--- src/rtl/slip_timer_seq_if.sv ---
// Control and status bundle between the CPU/prescaler side and the slip timer
// sequencer. The master drives the control pulses; the slave reports counter state.
interface slip_timer_seq_if #(parameter int WIDTH = 9);
  logic             tick;
  logic             load_wr;
  logic [WIDTH-1:0] load_data;
  logic             start;
  logic             stop;
  logic             periodic;
  logic             irq_ack;
  logic [WIDTH-1:0] count;
  logic             sel_load;
  logic             terminal;
  logic             running;
  logic             irq;

  modport master (
    output tick, load_wr, load_data, start, stop, periodic, irq_ack,
    input  count, sel_load, terminal, running, irq
  );

  modport slave (
    input  tick, load_wr, load_data, start, stop, periodic, irq_ack,
    output count, sel_load, terminal, running, irq
  );
endinterface

--- src/rtl/slip_timer_seq.sv ---
// Loadable down-counter sequencer: reload register, start/stop FSM,
// terminal-count detection, load/count mux select and interrupt latch.
module slip_timer_seq #(
  parameter int WIDTH = 9
) (
  input logic               MasterClock,
  input logic               Reset,
  slip_timer_seq_if.slave   bus
);

  typedef enum logic [1:0] {IDLE, ARM, RUN, DONE} state_t;

  state_t           state, state_next;
  logic [WIDTH-1:0] reload, cnt, cnt_next, reload_eff;
  logic             term_reg, irq_reg, term_event, sel_load, at_zero;

  // A reload write in the same cycle as a load goes straight into the counter.
  assign reload_eff = bus.load_wr ? bus.load_data : reload;
  assign at_zero    = (cnt == '0);

  always_comb begin
    state_next = state;
    cnt_next   = cnt;
    sel_load   = 1'b0;
    term_event = 1'b0;
    case (state)
      IDLE: if (bus.start && !bus.stop) state_next = ARM;
      ARM: begin
        if (bus.stop) begin
          state_next = IDLE;
        end else begin
          sel_load   = 1'b1;
          state_next = RUN;
        end
      end
      RUN: begin
        if (bus.stop) begin
          state_next = IDLE;
        end else if (bus.start) begin
          state_next = ARM;
        end else if (bus.tick) begin
          if (at_zero) begin
            term_event = 1'b1;
            if (bus.periodic) sel_load   = 1'b1;
            else              state_next = DONE;
          end else begin
            cnt_next = cnt - WIDTH'(1);
          end
        end
      end
      DONE: begin
        if (bus.stop)       state_next = IDLE;
        else if (bus.start) state_next = ARM;
      end
      default: state_next = IDLE;
    endcase
    if (sel_load) cnt_next = reload_eff;
  end

  always_ff @(posedge MasterClock or posedge Reset) begin
    if (Reset) begin
      state    <= IDLE;
      reload   <= '0;
      cnt      <= '0;
      term_reg <= 1'b0;
      irq_reg  <= 1'b0;
    end else begin
      state    <= state_next;
      cnt      <= cnt_next;
      term_reg <= term_event;
      // A fresh terminal event beats a simultaneous acknowledge.
      irq_reg  <= term_event | (irq_reg & ~bus.irq_ack);
      if (bus.load_wr) reload <= bus.load_data;
    end
  end

  assign bus.count    = cnt;
  assign bus.sel_load = sel_load;
  assign bus.terminal = term_reg;
  assign bus.running  = (state == ARM) || (state == RUN);
  assign bus.irq      = irq_reg;

endmodule
--- src/flat_wrapper.sv ---
// flat-port wrapper written by rule: the top's interface ports become plain ports
module slip_timer_seq_flat 
#(
  parameter int WIDTH = 9
)
  (MasterClock, Reset, bus_tick, bus_load_wr, bus_load_data, bus_start, bus_stop, bus_periodic, bus_irq_ack, bus_count, bus_sel_load, bus_terminal, bus_running, bus_irq);
  slip_timer_seq_if #(.WIDTH(WIDTH)) bus_i ();
  input logic MasterClock;
  input logic Reset;
  input wire logic [$bits(bus_i.tick)-1:0] bus_tick;
  input wire logic [$bits(bus_i.load_wr)-1:0] bus_load_wr;
  input wire logic [$bits(bus_i.load_data)-1:0] bus_load_data;
  input wire logic [$bits(bus_i.start)-1:0] bus_start;
  input wire logic [$bits(bus_i.stop)-1:0] bus_stop;
  input wire logic [$bits(bus_i.periodic)-1:0] bus_periodic;
  input wire logic [$bits(bus_i.irq_ack)-1:0] bus_irq_ack;
  output wire logic [$bits(bus_i.count)-1:0] bus_count;
  output wire logic [$bits(bus_i.sel_load)-1:0] bus_sel_load;
  output wire logic [$bits(bus_i.terminal)-1:0] bus_terminal;
  output wire logic [$bits(bus_i.running)-1:0] bus_running;
  output wire logic [$bits(bus_i.irq)-1:0] bus_irq;
  assign bus_i.tick = bus_tick;
  assign bus_i.load_wr = bus_load_wr;
  assign bus_i.load_data = bus_load_data;
  assign bus_i.start = bus_start;
  assign bus_i.stop = bus_stop;
  assign bus_i.periodic = bus_periodic;
  assign bus_i.irq_ack = bus_irq_ack;
  assign bus_count = bus_i.count;
  assign bus_sel_load = bus_i.sel_load;
  assign bus_terminal = bus_i.terminal;
  assign bus_running = bus_i.running;
  assign bus_irq = bus_i.irq;
  slip_timer_seq #(.WIDTH(WIDTH)) u_core (.MasterClock(MasterClock), .Reset(Reset), .bus(bus_i));
endmodule
--- config.mk ---
export PLATFORM = sky130hd
export DESIGN_NAME = slip_timer_seq_flat
export DESIGN_NICKNAME = d
export VERILOG_FILES = /design/src/rtl/slip_timer_seq_if.sv /design/src/rtl/slip_timer_seq.sv /design/src/flat_wrapper.sv
export SDC_FILE = /design/constraint.sdc
export NUM_CORES = 1
export LEC_CHECK = 0
export ABC_AREA = 1
export BUFFER_PORTS_ARGS = -buffer_cell sky130_fd_sc_hd__clkbuf_2
export CAP_MARGIN = 15
export CORE_ASPECT_RATIO = 0.7
export CORE_MARGIN = 2
export CORE_UTILIZATION = 57
export DETAILED_ROUTE_END_ITERATION = 8
export GPL_TIMING_DRIVEN = 0
export PLACE_DENSITY = 0.83
export SKIP_CTS_REPAIR_TIMING = 1
export SLEW_MARGIN = 30
export SYNTH_ARGS = -nofsm -noshare
export SYNTH_HDL_FRONTEND = slang
export SYNTH_SLANG_ARGS = --single-unit
--- constraint.sdc ---
create_clock -name MasterClock -period 4.8 [get_ports MasterClock]
set_input_delay 0.96 -clock MasterClock [delete_from_list [all_inputs] [get_ports MasterClock]]
set_output_delay 0.96 -clock MasterClock [all_outputs]
set_load 0.005 [all_outputs]
==> Word-level counts from Yosys, hierarchy flattened <==
Cells that the tools add are included.
{ "word_totals": {"word_cells": 58, "ff_bits": 22, "inputBits": 17, "output_inout_bits": 13} }
{ "classes": {"n_bitwise": 3, "muxes": 29, "reduce_logical": 9, "eq_ne": 11, "add_sub_neg": 1} }
{ "op_table": {"columns": ["cell", "n"], "rows": [
  ["2-to-1 mux 9 bit", 7],
  ["2-to-1 mux 2 bit", 9],
  ["2-to-1 mux 1 bit", 11],
  ["AND reduction 5 bit", 2],
  ["zero test 9 bit", 1],
  ["subtractor 9 x 1 -> 9 bit (second input constant)", 1],
  ["!= test 4 bit (second input constant)", 2],
  ["case mux 2 bit (4 select lines)", 1],
  ["!= test 2 x 1 -> 1 bit (second input constant)", 3],
  ["== test 2 bit (second input constant)", 2],
  ["!= test 4 x 3 -> 1 bit (second input constant)", 1],
  ["nonzero test 2 bit", 2],
  ["!= test 3 bit (second input constant)", 1],
  ["== test 2 x 1 -> 1 bit (second input constant)", 1],
  ["zero test 2 bit", 1],
  ["!= test 2 bit (second input constant)", 1],
  ["case mux 1 bit (2 select lines)", 1],
  ["AND 1 bit", 1],
  ["logical AND 1 bit", 1],
  ["zero test 1 bit", 1],
  ["logical OR 1 bit", 1],
  ["NOT 1 bit", 1],
  ["OR 1 bit", 1]
]} }

==> Depth between registers and ports, before layout <==
Gate-level depths: netlist (run 1).
{ "depth": {"ltp_word": 8, "ltp_mapped": 13, "depth_no_buf": 13} }

==> Worst setup path after synthesis (run 1) <==
OpenSTA, ideal clock, no wires.
{ "synth_path": {"path_kind": "input to output", "from": "in bus_stop", "to": "out bus_sel_load", "slack_ns": 2.265, "cell_stages": 8, "n_path_buf": 1, "arrival_time_ns": 1.575, "t_required_ns": 3.840, "path_cell_list": "inv_1 > nand2_1 > nor2_1 > nand3_2 > nand2_2 > nand2_2 > buf_6 > clkinv_4"} }
{ "synth_between": {"elab_chain_len": 2, "elab_cells_between_ends": 3, "classes_between": "3 x mux"} }
{ "synth_lines": {"columns": ["item", "line", "source"], "rows": [
  ["start: declaration", "flat_wrapper.sv:14", "input wire logic [$bits(bus_i.stop)-1:0] bus_stop;"],
  ["2-to-1 mux 1 bit (on tied branches)", "slip_timer_seq.sv:37, slip_timer_seq.sv:29", null],
  ["case mux 1 bit (2 select lines) (*)", "slip_timer_seq.sv:26", "case (state)"],
  ["end: declaration", "flat_wrapper.sv:18", "output wire logic [$bits(bus_i.sel_load)-1:0] bus_sel_load;"]
]} }
Mark *: on every way between the ends. The rest lies on a longest branch, timed or not.

==> Worst setup path in the final report (run 1) <==
{ "layout_path": {"from": "reg u_core.cnt[0] (netlist: u_core.bus.count[0])", "to": "out bus_sel_load"} }
{ "layout_between": {"elab_chain_len": 6} }
{ "layout_lines": {"columns": ["item", "line", "source"], "rows": [
  ["start: declaration", "slip_timer_seq.sv:14", "logic [WIDTH-1:0] reload, cnt, cnt_next, reload_eff;"],
  ["start signal: assignment", "slip_timer_seq.sv:69", "cnt <= cnt_next;"],
  ["zero test 9 bit", "slip_timer_seq.sv:19", "assign at_zero = (cnt == '0);"],
  ["2-to-1 mux 1 bit", "slip_timer_seq.sv:42", "if (at_zero) begin"],
  ["2-to-1 mux 1 bit", "slip_timer_seq.sv:41", "end else if (bus.tick) begin"],
  ["2-to-1 mux 1 bit", "slip_timer_seq.sv:39", "end else if (bus.start) begin"],
  ["2-to-1 mux 1 bit", "slip_timer_seq.sv:37", "if (bus.stop) begin"],
  ["case mux 1 bit (2 select lines)", "slip_timer_seq.sv:26", null]
]} }
Every way passes these cells.

==> results of run 1 <==
-- critical path, stage by stage, from the launching register on --
cell and delay (ns):
dfrtp_1 0.42, inv_1 0.15, ha_1 0.17, inv_1 0.04, nor2_1 0.10, nand2_2 0.08
nor2_4 0.13, nand3_2 0.08, nand2_2 0.08, nand2_2 0.06, buf_6 0.14, clkinv_4 0.07
clkbuf_2 0.11
-- power by group --
group,total [µW],internal (µW),switching (µW)
combinational,368,156,212
clock,100,46.3,53.9
sequential,305,237,68.6
total,773,438,335
-- cells in the final DEF (no fill, tap or decap), types with 2 or more instances in the layout --
master    instances
ha_1              6
nor2_4            2
a21oi_1           6
clkbuf_4          3
nand4_1           3
nand3_2           2
nor2_1           15
buf_2             2
o21ai_0           6
mux2_2            7
dfrtp_1          22
buf_6             2
nand2_1          33
xnor2_1           2
nand2_2           3
inv_1            18
nand3_1          20
clkbuf_2         28
-- routing by layer --
layer  GRT usage [%]  wire length, µm  vias up
met5               0                0        -
met4            8.70               57        0
met3            3.51              161        9
met2            40.6             1350       44
met1            35.7             1270      531
li1                -                -      577
-- synthesized netlist by cell type (all sizes together) --
cell type  instances  area share [%]
buf                4             2.5
o21bai             1            0.57
mux2i              1            0.77
a21o               1            0.57
nand3             22             9.2
inv               19             5.5
a21oi              6             2.3
nand2             36              11
mux2               7             6.0
o21ai              7             2.7
nor3               1            0.38
xor2               1            0.67
o221ai             1            0.67
dfrtp             22              42
ha                 6             5.7
nand4              3             1.4
nor2              17             6.0
xnor2              2             1.3
clkinv             1            0.67
-- metrics by stage --
stage / hold slack, ns / utilization (%) / setup WS [ns]
floorplan: 0.445 / - / 2.26
global placement: 0.473 / 69.0 / 1.99
detailed placement: 0.494 / 69.0 / 1.93
CTS: 0.520 / 70.7 / 1.89
global route: 0.537 / 70.7 / 1.79
finish: 0.515 / 70.7 / 1.92
-- cell type report --
class	count	area [µm²]	share of cell area (%)
Timing Repair Buffer	28	140	9.20
Multi-Input combinational cell	112	644	42.3
Sequential cell	22	551	36.1
Clock buffer	4	36.3	2.38
Tap cell	32	40.0	2.63
Inverter	20	80.1	5.25
Buffer	4	32.5	2.13
-- path summary, 6_finish.rpt --
| kind | to | slack [ns] | cells past startpoint |
|---|---|---|---|
| max | bus_sel_load | 1.92 | 12 |
| min | u_core.reload[4] | 0.52 | 1 |
| max reg2reg | u_core.bus.count[2] | 3.06 | 12 |
| min reg2reg | u_core.reload[4] | 0.52 | 1 |
| max in group asynchronous | u_core.state[0] | 3.54 | 2 |
| min in group asynchronous | u_core.reload[3] | 0.77 | 2 |
-- cells by family (layout without fill, tap and decap cells) --
kind of cell | Yosys count | in the layout | share of synthesized area [%]
mux | 8 | 8 | 6.79
flops | 22 | 22 | 42.1
buf+inv | 24 | 56 | 8.61
simple gates | 79 | 79 | 27.9
fa+ha+maj | 6 | 6 | 5.74
xor+xnor | 3 | 3 | 2.01
compound gates | 16 | 16 | 6.79
==> impl_metrics.yaml, run 1 <==
route:
  wl_per_cell_um: 12.8
  vias_per_cell: 5.23
  wl_um: 2840
  drt_iter0_drc: 88
  drtAntennaViolNets: 0
  drc: 0
  vias: 1161
  dr.pass1.iters: 4
global_route:
  grt_pass1_vias: 1116
  grt_start_max_net_pins: 23
  grtUsageTotal_pct: 25.3
  overflow: 0
  grt_pass1_wl_um: 5000
  antenna_found_initial: 0
synth:
  syn_nets: 181
  synth_area_um2: 1310
  ys_types: 25
  synth_seq_cells: 22
  ys_warn_count: 0
  syn_avg_cell_area_um2: 8.28
  yosysSeqAreaShare_pct: 42.1
  netlist_instances: 158
placement:
  numPortBuffers: 28
  place_area_um2: 1490
  dp_cells: 218
  place.gp.congestion: 0.848
  hpwl_um: 2310
final_layout:
  fillers: 171
  fin_area_um2: 1520
  fin_nets: 214
  syn2layout_area_growth_pct: 16.6
  layout.cells.non_filler: 222
  drive_gt1_share_pct: 27.4
  n_antenna_cell: 0
clock_network:
  cts_buffer_depth: 2
  cts.sink_count: 22
  ctsHtreeMaxLevel: 1
  cts-root-buf: "clkbuf_4"
  cts_buffers: 3
  clkTransAtPathRegs_ns: 0.12
  clkLatencyLatePin_ns: 0.30
  cts_tree: "yes"
floorplanning:
  core-area_um2: 2150
  rows: 14
  die_h_um: 44.1
  die_area_um2: 2700
  io_pins: 30
  die_w_um: 61.2
  start_util_pct: 60.7
worst_setup_path:
  start_kind: "flop"
  end_kind: "output port"
  cp.arrival_ns: 1.92
  r2r-start: "u_core.bus.count[0]"
  criticalPathCategory: "reg -> out"
  crit_path_start: "u_core.bus.count[0]"
  critPathMaxFanout: 10
  worstPathRequired_ns: 3.84
sta:
  rsz0062_at_grt: "no"
  setup_viol: 0
  drv_slew: 0
  setup_tns_ns: 0
  tightest_slew_ns: 0.797
  timing.final.crit_share_pct: 60.0
  max_freq_ghz: 0.347
  hold_violations: 0
  skew_ns: 0.00566
  slew_headroom_pct: 46.8
  period_needed_ns: 2.88
run:
  maxCapViolCount: 0
status:
  status: "finished, final reports clean"
pwr:
  p_leak_uw: 0.000771
  irDropWorstVdd_v: 0.000289
  finalPower_uw: 773
  power.density_nw_per_um2: 507
hold_path:
  min_from: "u_core.reload[4]"
  hp-class: "reg -> reg"
(Power assumes the default switching activity.)
==> inputs of run 2 (changes only) <==
CORE_UTILIZATION = 48   (was 57)
PLACE_DENSITY = 0.74   (was 0.83)
clock period = 2.5 ns   (was 4.8 ns; I/O delays follow)
==> run 2 against run 1 <==
Net effect: via count shrank 1.4%; critical path type unchanged; first-iteration DRC count is 5.7% lower; largest power group unchanged; non-clock buffer count unchanged; sequential cell count is the same; global-route usage decreased by 5.4 points; core utilization fell by 9.8 points; largest cell class unchanged; sequential power rose by 93%; clock power grew 110%; routed wire length decreased by 0.88%; critical path depth unchanged.
==> impl_metrics.yaml, run 2 (same netlist as run 1, synthesis figures left out) <==
status:
  status: "finished, final reports clean"
global_route:
  grt_pass1_wl_um: 4630
  grtUsageTotal_pct: 19.9
  grt_pass1_vias: 1052
  overflow: 0
  grt_start_max_net_pins: 23
  antenna_found_initial: 0
placement:
  place_area_um2: 1490
  numPortBuffers: 28
  place.gp.congestion: 0.815
  hpwl_um: 2240
clock_network:
  cts.sink_count: 22
  cts-root-buf: "clkbuf_8"
  clkTransAtPathRegs_ns: 0.07
  cts_buffers: 3
  ctsHtreeMaxLevel: 1
  cts_buffer_depth: 2
  clkLatencyLatePin_ns: 0.26
  cts_tree: "yes"
final_layout:
  syn2layout_area_growth_pct: 17.1
  layout_common_cells: "nand2_1 (33), clkbuf_2 (28), dfrtp_1 (22), nand3_1 (20), inv_1 (18)"
  drive_gt1_share_pct: 27.0
  n_antenna_cell: 0
  fin_nets: 214
  fillers: 239
  mostFrequentLayoutCell: "nand2_1"
  fin_area_um2: 1530
floorplanning:
  die_area_um2: 3160
  die_h_um: 47.7
  die_w_um: 66.4
  io_pins: 30
  core-area_um2: 2510
  start_util_pct: 52.0
  rows: 15
route:
  vias: 1145
  wl_um: 2810
  drtAntennaViolNets: 0
  dr.pass1.iters: 4
  drc: 0
  vias_per_cell: 5.13
  wl_per_cell_um: 12.6
  drt_iter0_drc: 83
sta:
  drv_slew: 0
  slew_headroom_pct: 45.7
  setup_tns_ns: 0
  period_needed_ns: 2.36
  setup_viol: 0
  tightest_slew_ns: 0.813
  skew_ns: 0.00492
  rsz0062_at_grt: "no"
  max_freq_ghz: 0.424
  hold_violations: 0
  timing.final.crit_share_pct: 94.2
run:
  maxCapViolCount: 0
pwr:
  power.density_nw_per_um2: 982
  irDropWorstVdd_v: 0.000513
  p_leak_uw: 0.000772
worst_setup_path:
  end_kind: "output port"
  cp.arrival_ns: 1.86
  critPathMaxFanout: 10
  reg2reg_depth: 12
  start_kind: "flop"
  worstPathRequired_ns: 2.00
  criticalPathCategory: "reg -> out"
hold_path:
  hp-class: "in -> async"
## run 2: cell types whose count changed in the layout (fill, tap and decap cells not counted), sizes merged
cell and delta:
clkbuf -1
## run 2: worst paths after layout
check	startpoint	slack (ns)	to
max	u_core.bus.count[0]	0.14	bus_sel_load
min	Reset	0.37	u_core.reload[3]
max reg2reg	u_core.bus.count[0]	0.77	u_core.bus.count[7]
min reg2reg	u_core.reload[5]	0.51	u_core.reload[5]
max in group asynchronous	Reset	1.62	u_core.bus.count[0]
min in group MasterClock	bus_irq_ack	0.41	u_core.bus.irq
## run 2: layout make-up
| class | count | area [µm²] | area share (%) |
|---|---|---|---|
| Tap cell | 34 | 42.5 | 2.78 |
| Multi-Input combinational cell | 112 | 644 | 42.1 |
| Sequential cell | 22 | 551 | 35.9 |
| Buffer | 4 | 32.5 | 2.12 |
| Inverter | 20 | 80.1 | 5.23 |
| Timing Repair Buffer | 28 | 140 | 9.15 |
| Clock buffer | 3 | 41.3 | 2.70 |
## run 2: stage by stage
step / utilization (%) / hold slack (ns) / std cells / total power [µW] / worst slack (ns)
3_3_place_gp: 59.3 / 0.481 / 220 / 1260 / 0.480
6_report: 60.9 / 0.374 / 223 / 1500 / 0.144
3_5_place_dp: 59.3 / 0.488 / 220 / 1300 / 0.434
5_1_grt: 60.9 / 0.416 / 223 / 1650 / 0.0294
4_1_cts: 60.9 / 0.398 / 223 / 1510 / 0.150
2_1_floorplan: - / 0.445 / 158 / 1070 / 0.670
## run 2: critical path: stages, from the launching register on
cell and delay (ns):
dfrtp_1 0.40, inv_1 0.14, ha_1 0.17, inv_1 0.04, nor2_1 0.10, nand2_2 0.08
nor2_4 0.13, nand3_2 0.09, nand2_2 0.09, nand2_2 0.06, buf_6 0.14, clkinv_4 0.07
clkbuf_2 0.11
## run 2: per-layer routing
layer / share of wire [%] / wire length, µm / vias to the layer above / global-route usage, %
met5: 0 / 0 / - / 0
met1: 50 / 1420 / 538 / 28.1
met3: 4.6 / 130 / 2 / 4.00
met4: 0.36 / 10 / 0 / 6.53
li1: - / - / 580 / -
met2: 45 / 1250 / 25 / 31.6
## run 2: power by group
part | total, µW | internal [µW] | switching, µW | leakage, µW
registers | 588 | 455 | 133 | 0.000269
logic | 707 | 300 | 406 | 0.000481
clock network | 209 | 107 | 102 | 0.0000216
total | 1500 | 863 | 641 | 0.000772
